<file path="src/rtl/pipeline_sequencer.sv">
// pipeline_sequencer
// Owns the inter-stage registers of an in-order pipeline. It tracks per-register
// valid bits, inserts a bubble at the deepest stalled stage, squashes younger work
// on a redirect, steps the fetch PC, latches a sticky halt and keeps performance
// counters. Register r carries the output of stage r into stage r+1.
module pipeline_sequencer #(
    parameter int                   NUM_STAGES    = 32'd5,
    parameter int                   DATA_WIDTH    = 32'd64,
    parameter int                   PC_WIDTH      = 32'd32,
    parameter logic [PC_WIDTH-1:0]  RESET_PC      = {PC_WIDTH{1'b0}},
    parameter int                   COUNTER_WIDTH = 32'd32
) (
    input  logic                                    clk,
    input  logic                                    rst,
    input  logic [NUM_STAGES*DATA_WIDTH-1:0]        stage_out_data,
    input  logic [NUM_STAGES-1:0]                   stage_ready,
    output logic [(NUM_STAGES-1)*DATA_WIDTH-1:0]    stage_in_data,
    output logic [NUM_STAGES-2:0]                   stage_in_valid,
    input  logic                                    flush,
    input  logic [$clog2(NUM_STAGES)-1:0]           flush_stage,
    input  logic [PC_WIDTH-1:0]                     redirect_pc,
    input  logic                                    halt,
    output logic [PC_WIDTH-1:0]                     pc,
    output logic                                    halted,
    output logic                                    drained,
    output logic [COUNTER_WIDTH-1:0]                cycle_count,
    output logic [COUNTER_WIDTH-1:0]                retire_count,
    output logic [COUNTER_WIDTH-1:0]                stall_count
);

    localparam int                      NUM_REGS = NUM_STAGES - 32'sd1;
    localparam int                      FS_WIDTH = $clog2(NUM_STAGES);
    localparam logic [PC_WIDTH-1:0]      PC_STEP  = PC_WIDTH'(3'd4);
    localparam logic [COUNTER_WIDTH-1:0] CNT_ONE  = COUNTER_WIDTH'(1'b1);

    logic [NUM_REGS*DATA_WIDTH-1:0] data_r;
    logic [NUM_REGS*DATA_WIDTH-1:0] data_nxt_s;
    logic [NUM_REGS-1:0]            valid_r;
    logic [NUM_REGS-1:0]            valid_nxt_s;
    logic [NUM_REGS:0]              valid_chain_s;
    logic [PC_WIDTH-1:0]            pc_r;
    logic [PC_WIDTH-1:0]            pc_nxt_s;
    logic                           halted_r;
    logic [COUNTER_WIDTH-1:0]       cycle_r;
    logic [COUNTER_WIDTH-1:0]       retire_r;
    logic [COUNTER_WIDTH-1:0]       stall_cnt_r;

    logic                           stall_s;
    int                             stall_idx_s;
    logic                           fetch_valid_s;
    logic                           flush_ok_s;
    int                             flush_idx_s;
    logic                           retire_s;

    // Fetch stops issuing as soon as a halt is requested and stays stopped once halted.
    assign fetch_valid_s = ~(halted_r | halt);

    // Valid bit each register would inherit when it advances: fetch for register 0,
    // otherwise the register directly upstream.
    assign valid_chain_s = {valid_r, fetch_valid_s};

    // A redirect is only honoured from a real downstream stage; index 0 or out of range is noise.
    assign flush_ok_s  = flush && (flush_stage != {FS_WIDTH{1'b0}}) && (int'(flush_stage) < NUM_STAGES);
    assign flush_idx_s = int'(flush_stage);

    // An instruction leaves the last register only when the final stage accepts it.
    assign retire_s = valid_r[NUM_REGS-1] & stage_ready[NUM_STAGES-1];

    // Find the deepest stage that is not ready; everything upstream of it must wait.
    always_comb begin
        stall_s     = 1'b0;
        stall_idx_s = 32'sd0;
        for (int i = 0; i < NUM_STAGES; i++) begin
            if (!stage_ready[i]) begin
                stall_s     = 1'b1;
                stall_idx_s = i;
            end else begin
                stall_idx_s = stall_idx_s;
            end
        end
    end

    // Next contents of every inter-stage register: hold, bubble or advance, then squash on redirect.
    always_comb begin
        data_nxt_s  = data_r;
        valid_nxt_s = valid_r;
        for (int r = 0; r < NUM_REGS; r++) begin
            if (stall_s && (r < stall_idx_s)) begin
                data_nxt_s[r*DATA_WIDTH +: DATA_WIDTH] = data_r[r*DATA_WIDTH +: DATA_WIDTH];
                valid_nxt_s[r]                         = valid_r[r];
            end else if (stall_s && (r == stall_idx_s)) begin
                // The stalled stage has produced nothing usable: pass a bubble downstream.
                data_nxt_s[r*DATA_WIDTH +: DATA_WIDTH] = stage_out_data[r*DATA_WIDTH +: DATA_WIDTH];
                valid_nxt_s[r]                         = 1'b0;
            end else begin
                data_nxt_s[r*DATA_WIDTH +: DATA_WIDTH] = stage_out_data[r*DATA_WIDTH +: DATA_WIDTH];
                valid_nxt_s[r]                         = valid_chain_s[r];
            end
            // Work younger than the redirecting stage is wrong-path, even if it was held.
            if (flush_ok_s && (r < flush_idx_s)) begin
                valid_nxt_s[r] = 1'b0;
            end else begin
                valid_nxt_s[r] = valid_nxt_s[r];
            end
        end
    end

    // Fetch PC: a halted core never moves; otherwise redirect beats stall beats sequential step.
    always_comb begin
        pc_nxt_s = pc_r;
        if (halted_r) begin
            pc_nxt_s = pc_r;
        end else if (flush_ok_s) begin
            pc_nxt_s = redirect_pc;
        end else if (stall_s) begin
            pc_nxt_s = pc_r;
        end else begin
            pc_nxt_s = pc_r + PC_STEP;
        end
    end

    // Inter-stage payload and valid registers.
    always_ff @(posedge clk) begin
        if (rst) begin
            data_r  <= {(NUM_REGS*DATA_WIDTH){1'b0}};
            valid_r <= {NUM_REGS{1'b0}};
        end else begin
            data_r  <= data_nxt_s;
            valid_r <= valid_nxt_s;
        end
    end

    // Program counter and sticky halt flag.
    always_ff @(posedge clk) begin
        if (rst) begin
            pc_r     <= RESET_PC;
            halted_r <= 1'b0;
        end else begin
            pc_r     <= pc_nxt_s;
            halted_r <= halted_r | halt;
        end
    end

    // Free-running performance counters; all wrap naturally at their width.
    always_ff @(posedge clk) begin
        if (rst) begin
            cycle_r     <= {COUNTER_WIDTH{1'b0}};
            retire_r    <= {COUNTER_WIDTH{1'b0}};
            stall_cnt_r <= {COUNTER_WIDTH{1'b0}};
        end else begin
            cycle_r <= cycle_r + CNT_ONE;
            if (retire_s) begin
                retire_r <= retire_r + CNT_ONE;
            end else begin
                retire_r <= retire_r;
            end
            if (stall_s) begin
                stall_cnt_r <= stall_cnt_r + CNT_ONE;
            end else begin
                stall_cnt_r <= stall_cnt_r;
            end
        end
    end

    assign stage_in_data  = data_r;
    assign stage_in_valid = valid_r;
    assign pc             = pc_r;
    assign halted         = halted_r;
    assign drained        = halted_r && (valid_r == {NUM_REGS{1'b0}});
    assign cycle_count    = cycle_r;
    assign retire_count   = retire_r;
    assign stall_count    = stall_cnt_r;

endmodule

</file>
<file path="config.mk">
export PLATFORM = sky130hd
export DESIGN_NAME = pipeline_sequencer
export DESIGN_NICKNAME = d
export VERILOG_FILES = /design/src/rtl/pipeline_sequencer.sv
export SDC_FILE = /design/constraint.sdc
export NUM_CORES = 1
export LEC_CHECK = 0
export ABC_AREA = 1
export CAP_MARGIN = 10
export CORE_AREA = 5 5 287 289
export CTS_CLUSTER_DIAMETER = 150
export CTS_CLUSTER_SIZE = 25
export DETAILED_ROUTE_END_ITERATION = 16
export DIE_AREA = 0 0 292 294
export MAX_ROUTING_LAYER = met4
export PLACE_DENSITY = 0.44
export SLEW_MARGIN = 20
export SYNTH_ARGS = -nofsm -noshare
export SYNTH_HDL_FRONTEND = slang
export SYNTH_SLANG_ARGS = --single-unit
</file>
<file path="constraint.sdc">
create_clock -name clk -period 2.3 [get_ports clk]
set_clock_uncertainty 0.2 [all_clocks]
set_input_delay 0.46 -clock clk [delete_from_list [all_inputs] [get_ports clk]]
set_output_delay 0.46 -clock clk [all_outputs]
set_load 0.01 [all_outputs]
</file>
==> flow_summary.ini <==
[critical_path]
crit_chain = clkdlybuf4s50_1
cp-end-kind = output pin
cp_max_fo = 5
cp_slowest_cell = clkdlybuf4s50_1
max_stage_delay_ps = 580
crit_family = buffers and inverters
startpoint_type = flip-flop
path_buf_inv = 1
crit_arrival_ps = 1590
crit_required_ps = 1640
worst-setup-path-type = flip-flop to output pin

[timing]
drv_slew = 0
finalCritPeriodShare_pct = 97.72
layout_setup_ws_ps = 52.46
tightest_slew_ps = 455.3
hold_violations = 0
fin_crit_ps = 2248
rsz0062_at_grt = no
max_clock_freq_mhz = 444.9
setup_viol_count_final = 0
hold_ws_ps = 49.16
slew_headroom_pct = 69.53

[clocking]
ctsHoldBuffers = 0
htree_levels = 1
clock_path_buffers = 3
numCtsBuffers = 19
insertion_delay_ps = 580
clock_sinks = 389
post_cts_buffers = 0
cts_resized = 116
cts_tree = yes
clkTransAtPathRegs_ps = 120
cts-root-buf = clkbuf_16

[final_layout]
layout.nets = 3429
multiInputGateArea_um2 = 7579
seq_area_um2 = 7870
area_delta_synth_final_pct = 57.54
drive_above_1_share_pct = 6.693
fillerInstances = 8731

[drt]
wl_met2_um = 39270
antenna_left = 0
routed_wl_um = 78850
wl_met3_um = 5896
drt-initial-drc-count = 890
drt_pre_antenna_iters = 5
wl_met1_um = 32750
vias_per_cell = 4.215
vias = 17412
dr.max_layer_used = met4
wl_per_cell_um = 19.09
drc = 0

[power]
ir_worst_vdd_uv = 425.4
powerDensity_nw_per_um2 = 524.9
p_leak_nw = 9.949

[synth]
netlist_top_cells_area = dfxtp_1, nor2_1, o21ai_0
ys.warnings.count = 0
synth_top_cell_by_area = dfxtp_1
synth_ff_type = dfxtp_1
postSynthRegisterBits = 389
synth_nets = 2739
postSynth.asyncResetShare_pct = 0
synth_edf_count = 0
avgSynthCellArea_um2 = 6.868
syn_inst = 2371
syn_area_um2 = 16280
ys_seq_area_share_pct = 47.83
yosysUniqueCellTypes = 37
yosysMostFrequentCell = nor2_1
synth_top_area_share_pct = 47.83
ys_top_cells_by_count = nor2_1, nand2_1, dfxtp_1

[die]
core_um2 = 79640
die-area_um2 = 85850
initial_core_util_pct = 20.45
die_h_um = 294
die_width_um = 292
rows = 104
io_pins = 754

[outcome]
outcome = finished, final reports clean

[placed_design]
routabilityCongestion = 0.8494
io_buffers = 689
dpl.hpwl_um = 61240
pre_cts_ws_ps = -95.18

[grt]
grt_pass1_vias = 17032
grt_pass1_wl_um = 114100
antenna_found_initial = 14
track_usage_pct = 17.81
gr-total-overflow = 0
grt_max_degree = 81

[hold_path]
min_path_type = input pin to flip-flop

[run]
drv_cap = 0
-- layout make-up --
cell class | count | share of cell area [%]
inverter | 125 | 1.873
clock buffer | 21 | 1.922
clock inverter | 2 | 0.06829
antenna | 8 | 0.07804
sequential | 389 | 30.68
timing repair buffer | 781 | 30.67
multi-input combinational | 1745 | 29.54
tap | 1060 | 5.170
-- logic make-up after synthesis --
logic type,count (synthesis),synth area share [%]
compound gates,421,13.38
flops,389,47.83
xor+xnor,16,0.8606
fa+ha+maj,4,0.3074
buf+inv,237,5.678
simple gates,1304,31.95
-- per-layer routing --
layer / GRT usage, % / vias to the layer above
li1: - / 8942
met1: 20.80 / 7951
met2: 31.32 / 468
met3: 5.291 / 51
met4: 2.147 / 0
met5: - / -
-- stage by stage --
stage | setup TNS [ps] | instances | total power, W | util, % | area [um2]
after floorplan | 0 | 2371 | 0.008076 | - | 16280
after global placement | -1515 | 4100 | 0.009662 | 31.51 | 25090
after detailed placement | -1730 | 4100 | 0.009652 | 31.51 | 25090
after CTS | 0 | 4123 | 0.01376 | 32.12 | 25580
after global routing | 0 | 4128 | 0.01414 | 32.20 | 25640
final | 0 | 4131 | 0.01347 | 32.21 | 25650
-- cells in the final DEF (no fill, tap or decap), types with 3 or more instances in the layout --
cell type / n
ha_1: 4
clkdlybuf4s50_1: 607
or2_2: 5
a31oi_1: 5
inv_1: 118
o21a_1: 5
xnor2_1: 6
a211oi_1: 3
nand3b_1: 16
a21oi_1: 87
diode_2: 8
nor2_1: 753
buf_12: 27
o21ai_0: 313
nand2_2: 4
nand4_1: 16
dlygate4sd2_1: 65
dfxtp_2: 63
inv_2: 3
xor2_1: 10
clkbuf_16: 19
nand2_1: 390
nor3_1: 25
dlymetal6s2s_1: 14
nand3_1: 85
buf_4: 66
nor3b_1: 4
dfxtp_1: 325
-- power by group --
| group | internal (W) | total (W) | switching (W) |
|---|---|---|---|
| combinational | 0.00121 | 0.00226 | 0.00105 |
| sequential | 0.00702 | 0.00718 | 0.000162 |
| clock | 0.00156 | 0.00402 | 0.00247 |
-- worst register-to-register path, stage by stage, from the launching register on --
cell and delay (ps):
dfxtp_1 410, nand2_2 110, nor2_1 190, nand2_1 130, nor2_1 300, nand2_1 210
nor2_2 180, nand2_1 90, nand2_1 70, nand2_1 50, nor2_1 80
-- state kept, by name (all words and copies together) (netlist names) --
register	count
retire_count	32
stage_in_data	256
halted	1
cycle_count	32
pc	32
stage_in_valid	4
stall_count	32
-- worst paths after layout --
kind	slack, ps	to	depth (start not counted)	start
setup / recovery	50	pc[22]	1	pc[22]$_SDFFE_PP0P_
hold reg to reg	280	cycle_count[0]$_SDFF_PP0_	1	cycle_count[0]$_SDFF_PP0_
hold / removal	50	stall_count[31]$_SDFFE_PP0P_	4	rst
setup reg to reg	230	retire_count[23]$_SDFFE_PP0P_	10	retire_count[4]$_SDFFE_PP0P_
Note: power is estimated with default switching activity, not from simulation.
